$ cat src/rtl/snoopy_lock_manager.sv
// snoopy_lock_manager
//   Shared lock manager for NUM_PROCS processors. Each processor owns a small
//   table of held keys. One lock request is serviced at a time through a
//   three-state FSM (IDLE -> CHECK -> RESP). In CHECK the winner's key is
//   compared against every processor's table. A hit in another table blocks
//   the request. A hit in the winner's own table grants it again without using
//   a new entry. A miss allocates the lowest free entry, or blocks when the
//   winner's table is full. Releases are handled in every state, for every
//   processor, in parallel.
//
// Handshake: proc_obtain_key[p] is a level request. The requester holds it
//   until it sees a one-cycle proc_key_grant[p] or proc_key_blocked[p] pulse,
//   then drops it. A request sampled in IDLE in cycle n is answered in cycle
//   n+2. proc_key_release[p] is a one-cycle strobe. It is answered by a
//   one-cycle proc_key_release_ack[p] in the next cycle.
//
// Ports:
//   clk, reset             rising-edge clock, synchronous active-high reset
//   proc_obtain_key[P]     lock request level per processor
//   proc_key[P*K]          requested key, slice p*KEY_WIDTH +: KEY_WIDTH
//   proc_key_release[P]    release strobe per processor
//   proc_release_key[P*K]  key to release, same slicing
//   proc_key_grant[P]      grant pulse (RESP cycle)
//   proc_key_blocked[P]    blocked pulse (RESP cycle)
//   proc_key_release_ack[P] release acknowledge pulse
//   locks_available[P]     processor p has at least one free entry
//   busy                   FSM not in IDLE (debug/visibility of FSM state)
//   fsm_state              raw FSM state for checkers
module snoopy_lock_manager #(
    parameter int NUM_PROCS     = 4,
    parameter int KEY_WIDTH     = 32,
    parameter int MAX_LOCK_KEYS = 4,
    parameter int ARB_MODE      = 0
) (
    input  logic                           clk,
    input  logic                           reset,
    input  logic [NUM_PROCS-1:0]           proc_obtain_key,
    input  logic [NUM_PROCS*KEY_WIDTH-1:0] proc_key,
    input  logic [NUM_PROCS-1:0]           proc_key_release,
    input  logic [NUM_PROCS*KEY_WIDTH-1:0] proc_release_key,
    output logic [NUM_PROCS-1:0]           proc_key_grant,
    output logic [NUM_PROCS-1:0]           proc_key_blocked,
    output logic [NUM_PROCS-1:0]           proc_key_release_ack,
    output logic [NUM_PROCS-1:0]           locks_available,
    output logic                           busy,
    output logic [1:0]                     fsm_state
);

    localparam int IDX_W = (NUM_PROCS > 1) ? $clog2(NUM_PROCS) : 1;
    localparam int ENT_W = (MAX_LOCK_KEYS > 1) ? $clog2(MAX_LOCK_KEYS) : 1;

    localparam logic [1:0] ST_IDLE  = 2'd0;
    localparam logic [1:0] ST_CHECK = 2'd1;
    localparam logic [1:0] ST_RESP  = 2'd2;

    logic [1:0]                                state;
    logic [NUM_PROCS-1:0][MAX_LOCK_KEYS-1:0]   valid_q;
    logic [KEY_WIDTH-1:0]                      key_q [NUM_PROCS][MAX_LOCK_KEYS];
    logic [IDX_W-1:0]                          last_winner;
    logic [IDX_W-1:0]                          win_idx_q;
    logic [KEY_WIDTH-1:0]                      win_key_q;
    logic                                      result_grant_q;

    // Arbiter outputs
    logic                 req_found;
    logic [IDX_W-1:0]     sel_idx;
    logic [KEY_WIDTH-1:0] sel_key;
    int                   cand;

    // CHECK-stage lookup results
    logic                 conflict;
    logic                 own_hit;
    logic                 has_free;
    logic [ENT_W-1:0]     free_idx;
    logic                 check_grant;
    logic                 check_alloc;

    // Fixed priority scans from 0; round robin scans from last_winner+1.
    always_comb begin
        req_found = 1'b0;
        sel_idx   = '0;
        sel_key   = '0;
        cand      = 0;
        for (int i = 0; i < NUM_PROCS; i++) begin
            if (ARB_MODE == 1)
                cand = (int'(last_winner) + 1 + i) % NUM_PROCS;
            else
                cand = i;
            if (!req_found && proc_obtain_key[cand]) begin
                req_found = 1'b1;
                sel_idx   = cand[IDX_W-1:0];
                sel_key   = proc_key[cand*KEY_WIDTH +: KEY_WIDTH];
            end
        end
    end

    // Lookup uses the registered table only, so a release landing in the
    // same cycle as CHECK cannot change its outcome.
    always_comb begin
        conflict = 1'b0;
        own_hit  = 1'b0;
        has_free = 1'b0;
        free_idx = '0;
        for (int p = 0; p < NUM_PROCS; p++) begin
            for (int e = 0; e < MAX_LOCK_KEYS; e++) begin
                if (valid_q[p][e] && key_q[p][e] == win_key_q) begin
                    if (p == int'(win_idx_q))
                        own_hit = 1'b1;
                    else
                        conflict = 1'b1;
                end
            end
        end
        // Descending scan so the lowest free entry is the one kept.
        for (int e = MAX_LOCK_KEYS - 1; e >= 0; e--) begin
            if (!valid_q[win_idx_q][e]) begin
                has_free = 1'b1;
                free_idx = e[ENT_W-1:0];
            end
        end
        check_grant = !conflict && (own_hit || has_free);
        check_alloc = !conflict && !own_hit && has_free;
    end

    always_ff @(posedge clk) begin
        if (reset) begin
            state                <= ST_IDLE;
            valid_q              <= '0;
            last_winner          <= IDX_W'(NUM_PROCS - 1);
            win_idx_q            <= '0;
            win_key_q            <= '0;
            result_grant_q       <= 1'b0;
            proc_key_release_ack <= '0;
        end else begin
            proc_key_release_ack <= proc_key_release;
            for (int p = 0; p < NUM_PROCS; p++) begin
                for (int e = 0; e < MAX_LOCK_KEYS; e++) begin
                    if (proc_key_release[p] && valid_q[p][e] &&
                        key_q[p][e] == proc_release_key[p*KEY_WIDTH +: KEY_WIDTH])
                        valid_q[p][e] <= 1'b0;
                end
            end
            case (state)
                ST_IDLE: begin
                    if (req_found) begin
                        win_idx_q   <= sel_idx;
                        win_key_q   <= sel_key;
                        last_winner <= sel_idx;
                        state       <= ST_CHECK;
                    end
                end
                ST_CHECK: begin
                    result_grant_q <= check_grant;
                    // Placed after the release loop so allocation wins a
                    // same-entry collision.
                    if (check_alloc) begin
                        valid_q[win_idx_q][free_idx] <= 1'b1;
                        key_q[win_idx_q][free_idx]   <= win_key_q;
                    end
                    state <= ST_RESP;
                end
                ST_RESP:  state <= ST_IDLE;
                default:  state <= ST_IDLE;
            endcase
        end
    end

    always_comb begin
        proc_key_grant   = '0;
        proc_key_blocked = '0;
        if (state == ST_RESP) begin
            if (result_grant_q)
                proc_key_grant[win_idx_q] = 1'b1;
            else
                proc_key_blocked[win_idx_q] = 1'b1;
        end
        for (int p = 0; p < NUM_PROCS; p++)
            locks_available[p] = ~&valid_q[p];
    end

    assign busy      = (state != ST_IDLE);
    assign fsm_state = state;

endmodule

$ cat config.mk
export PLATFORM = sky130hd
export DESIGN_NAME = snoopy_lock_manager
export DESIGN_NICKNAME = d
export VERILOG_FILES = /design/src/rtl/snoopy_lock_manager.sv
export SDC_FILE = /design/constraint.sdc
export NUM_CORES = 1
export LEC_CHECK = 0
export CORE_UTILIZATION = 46
export CTS_CLUSTER_DIAMETER = 200
export DETAILED_ROUTE_END_ITERATION = 10
export HOLD_SLACK_MARGIN = 0.02
export PLACE_DENSITY = 0.69
export SKIP_CTS_REPAIR_TIMING = 1
export SLEW_MARGIN = 10
export SYNTH_ARGS = -nofsm -noshare
export SYNTH_HDL_FRONTEND = slang
export SYNTH_SLANG_ARGS = --single-unit
$ cat constraint.sdc
create_clock -name clk -period 4.08 [get_ports clk]
set_input_delay 0.816 -clock clk [delete_from_list [all_inputs] [get_ports clk]]
set_output_delay 0.816 -clock clk [all_outputs]
set_load 0.02 [all_outputs]
# Word level (Yosys, flattened, before mapping)
# Memory sizes are Yosys's and may differ from the RTL's.
# Cells that the tools add are included.
# classes
addsub	0
n_mul	0
n_div	0
n_lt_le_gt_ge	6
n_eq_ne	38
shifts	0
n_mux	137
bitwise_logic	2
n_reduce_logical	75
# op_table
cell	count
32-bit == test	32
32-bit 2-to-1 mux	5
128-bit 2-to-1 mux	1
1-bit 2-to-1 mux	110
32-bit demux with 2-bit select	1
1-bit logical AND	57
16-bit 2-to-1 mux	2
4-bit 2-to-1 mux	6
16-bit bitwise OR	1
4-bit AND reduction	4
2-bit 2-to-1 mux	7
1-bit logical NOT	9
4-bit binary-select mux with 2-bit select	1
4-bit demux with 2-bit select	1
2-bit by 3-bit less-than comparator with 1-bit output (second input constant)	2
1-bit demux with 2-bit select	2
2-bit == test (first input constant)	2
2-bit by 1-bit >= comparator with 1-bit output (second input constant)	2
2-bit logical NOT	2
2-bit case mux with 2 select lines	1
3-bit >= comparator (second input constant)	1
3-bit by 1-bit less-than comparator with 1-bit output (second input constant)	1
2-bit inverter with 3-bit output	1
1-bit by 2-bit == test with 1-bit output (first input constant)	1
6 further kinds	6
# totals
regBits	57
latchBits	0
mem_bits_rw	512
romBits	0
inputBits	266
word_cells	268
n_memories	1
# memory_table
name	words	width	read_ports	rd_clocked_by_memory_dff	wr	line	text
key_q	4	128	4	0	1	58	logic [KEY_WIDTH-1:0] key_q [NUM_PROCS][MAX_LOCK_KEYS];

# Depth between registers and ports, before layout
# An unclocked memory read counts as a cell.
# logic_depth
word_depth	41
ltp_mapped	11
mapped_depth_nobuf	8

# Worst setup path before layout
# OpenSTA, ideal clock, no wires.
# synth_timing
path_type	register to register
start	register win_key_q[10]
end	memory key_q[1][100] (netlist bit), enable pin
setup_ns	0.421
t_arrival_ns	3.751
setup_slack_ns	-0.093
stages_incl_launch_ff	12
path_buffers	3
cell_sequence	dfxtp_1 > buf_4 > buf_8 > xor2_1 > nor4_1 > nand3_1 > nor3_1 > or4_4 > nor4_4 > nand2b_1 > buf_2 > nor2_1
# synth_via
elab_chain_len	40
# synth_lines
element	line	text
from (decl)	61	logic [KEY_WIDTH-1:0] win_key_q;
from (signal assigned)	147	win_key_q <= sel_key;
32-bit == test	106	if (valid_q[p][e] && key_q[p][e] == win_key_q) begin
1-bit logical AND	106	
1-bit 2-to-1 mux	106	
1-bit 2-to-1 mux	107	if (p == int'(win_idx_q))
1-bit 2-to-1 mux	106	
1-bit 2-to-1 mux	107	
1-bit 2-to-1 mux	106	
1-bit 2-to-1 mux	107	
(+23 left out)	-	
1-bit 2-to-1 mux	107	
1-bit 2-to-1 mux	106	
1-bit logical NOT	122	check_alloc = !conflict && !own_hit && has_free;
1-bit logical AND (*) (2 in a row)	122	
1-bit 2-to-1 mux (*)	156	if (check_alloc) begin
1-bit 2-to-1 mux (*)	143	case (state)
1-bit 2-to-1 mux (*)	126	if (reset) begin
128-bit 2-to-1 mux (implied by the code) (*)	158	key_q[win_idx_q][free_idx] <= win_key_q;
to (decl)	58	
# Every way passes the cells marked *; elsewhere a longest branch is shown, timed or not.

# Worst setup path in the final report
# layout_timing
start	register win_key_q[21]
end	memory key_q[2][64] (netlist bit), enable pin
# Same word-level chain as after synthesis.

==> impl_metrics.yaml <==
status:
  status: "finished with violations"
  violations: "design-rule violations"
logic_synthesis:
  synth_top_family_by_area: "XOR/XNOR gates"
  synthDistinctLibCells: 49
  syn_avg_cell_area_sq_um: 12.6
  synth-main-ff-cell: "edfxtp_1"
  synth-compound-area-share_pct: 3.55
  synth_nets: 2720
  synth_seq_cells: 569
  syn_inst: 2454
  synth_fa_ha_area_share_pct: 0
  async_reset_ff_share_pct: 0
  synth_edf_count: 512
  synth_area_sq_um: 30900
  synthSimpleGateAreaFrac_pct: 9.13
  ys_warn_count: 0
  synth-seq-area-share_pct: 53.5
  synthXorXnorAreaFrac_pct: 28.9
  muxShareOfSynthArea_pct: 0.430
min_path:
  hold_path_class: "reg -> reg"
  whs_path_depth: 0
floorplan:
  die_h_microns: 261
  core_area_sq_um: 66100
  start_util_pct: 46.7
  io_pins: 285
  dieArea_sq_um: 68200
  rows: 94
  die_w_microns: 261
clocking:
  path_clk_slew_ns: 0.06
  clk_latency_ns: 0.65
  h-tree-depth: 2
  cts_buffer_depth: 3
  cts-root-buf: "clkbuf_16"
  clock-sinks: 569
  numCtsBuffers: 60
  cts_tree: "built"
power:
  powerDensity_nw_per_um2: 411
  p_leak_nw: 12.5
  ir_drop_mv: 0.318
timing:
  period_needed_ns: 3.73
  final.setup_skew_ns: 0.0150
  slew_headroom_pct: 36.0
  hold_viol: 0
  finalSetupViolations: 0
  worst_slack_ns: 0.353
  maxSlewViolCount: 0
  fmax_mhz: 268
  rsz0062_at_grt: "false"
  period_share_pct: 91.3
  worst_slew_pin_slew_ns: 0.960
drt:
  drc_errors: 10
  dr.pass1.iters: 10
  drt-vias-per-instance: 6.02
  post_drt_wl_per_cell_microns: 30.0
  ant_nets: 0
  num_vias: 21800
  finalWirelength_microns: 108000
  drt_iter0_drc: 2374
critical_path:
  r2r-end: "key_q[2][64]"
  end_kind: "register"
  path_max_fanout: 32
  crit_required_ns: 4.41
  r2r_start: "win_key_q[21]"
  startpoint: "win_key_q[21]"
  path_class: "reg -> reg"
  ff2ff_setup_slack_ns: 0.35
  worstPathArrival_ns: 4.06
  setup.worst_path.end: "key_q[2][64]"
  reg2regPathDepth: 10
  cp-start-kind: "register"
finish:
  syn_to_final_growth_pct: 19.4
  n_fill_cell: 5421
  multiInputGateArea_sq_um: 13000
  layout_common_cells: "xor2_1, edfxtp_1, xnor2_1"
  post-route-util_pct: 55.7
  register_area_sq_um: 16600
  nets: 2966
  antenna_cells: 0
  final_common_cell: "xor2_1"
  layout-drive-gt1-share_pct: 9.67
grt:
  grt_max_degree: 57
  grt_remaining_overflow: 0
  antenna_found_initial: 3
  grtUsageTotal_pct: 31.8
  grt_pass1_vias: 21800
  grt_pass1_wl_microns: 154000
place:
  portBuffers: 284
  dp_slack_ns: 0.386
  globalplace.congestion: 0.953
  dp_hpwl_microns: 75500
job:
  cap_violations: 0
==> cells in the mapped netlist (all sizes together), types with 2 or more instances <==
| cell | count | share of area, % |
|---|---|---|
| mux4 | 5 | 0.36 |
| buf | 69 | 2.7 |
| a211oi | 30 | 0.73 |
| xor2 | 543 | 15 |
| nor2b | 6 | 0.12 |
| inv | 13 | 0.16 |
| clkbuf | 134 | 1.6 |
| nor3 | 38 | 0.62 |
| nand2 | 8 | 0.11 |
| o22ai | 17 | 0.39 |
| o21ai | 63 | 1.0 |
| a221o | 30 | 0.97 |
| mux2i | 2 | 0.065 |
| o211ai | 2 | 0.049 |
| a22o | 2 | 0.057 |
| nand3b | 3 | 0.085 |
| nand2b | 17 | 0.34 |
| edfxtp | 512 | 50 |
| a22oi | 2 | 0.049 |
| nor4 | 156 | 3.2 |
| xnor2 | 474 | 13 |
| dfxtp | 57 | 3.7 |
| nand4 | 135 | 2.7 |
| or4 | 3 | 0.11 |
| a21oi | 6 | 0.097 |
| nor2 | 64 | 0.78 |
| nand3 | 52 | 0.86 |
==> cells by family (layout without fill, tap and decap cells) <==
| kind of cell | count (synthesis) | in the layout |
|---|---|---|
| multiplexers | 7 | 7 |
| AND/OR/NAND/NOR | 486 | 486 |
| buffers and inverters | 216 | 514 |
| AO/OA/AOI/OAI | 159 | 159 |
| flip-flops | 569 | 569 |
| XOR/XNOR | 1017 | 1017 |
==> sequential cells by signal (all words and copies together), names as in the netlist <==
| signal | cells |
|---|---|
| key_q | 512 |
| fsm_state | 2 |
| win_idx_q | 2 |
| win_key_q | 32 |
| proc_key_release_ack | 4 |
| valid_q | 16 |
| result_grant_q | 1 |
==> metrics by stage <==
step / setup TNS, ns / hold WS [ns] / cells / instance area (sq um) / total power [W]
floorplan: -25.18 / 0.481 / 2454 / 30900 / 0.00837
global placement: 0 / 0.472 / 3502 / 34800 / 0.00954
detailed placement: 0 / 0.480 / 3502 / 34800 / 0.00956
CTS: 0 / 0.478 / 3616 / 36800 / 0.0151
global route: 0 / 0.507 / 3616 / 36800 / 0.0155
finish: 0 / 0.498 / 3616 / 36800 / 0.0151
==> critical path, stage by stage (launching register included) <==
cell and delay [ns]:
dfxtp_2 0.94, buf_4 0.27, xor2_1 0.16, nor4_1 0.08
nand3_1 0.08, nor3_1 0.05, or4_4 0.55, nor4_4 0.42
nand3b_2 0.33, nor2_2 0.24, buf_12 0.24
==> metal layers <==
layer | GRT usage, % | share of wire, % | vias up
met5 | 0 | 0.012 | -
met4 | 14.4 | 5.0 | 2
met3 | 6.36 | 11 | 311
met2 | 50.4 | 45 | 1540
met1 | 42.2 | 39 | 10700
li1 | - | - | 9245
==> power breakdown <==
part | switching [W] | internal (W) | leakage, nW | total, W
Combinational | 0.00166 | 0.00104 | 6.35 | 0.00270
Sequential | 0.000209 | 0.00659 | 5.16 | 0.00680
Clock | 0.00238 | 0.00324 | 0.975 | 0.00562
Total | 0.00425 | 0.0109 | 12.5 | 0.0151
==> final cells by class <==
cell class              instances  area share, %
inverters                      13          0.132
well taps                     864           2.93
multi-input cells            1669           35.4
clock inverters                27          0.750
repair buffers                387           11.2
clock buffers                  87           4.68
flip-flops and latches        569           44.9
==> worst min path at each step <==
stage / startpoint / endpoint / slack [ns]
3_3_place_gp: win_key_q[1] / key_q[3][65] / 0.47
2_1_floorplan: valid_q[10] / valid_q[10] / 0.48
4_1_cts: reset / fsm_state[1] / 0.48
3_5_place_dp: win_key_q[1] / key_q[3][65] / 0.48
5_1_grt: win_key_q[1] / key_q[3][65] / 0.51
6_report: win_key_q[1] / key_q[3][65] / 0.50
No activity file was read; power rests on OpenSTA's default activity.
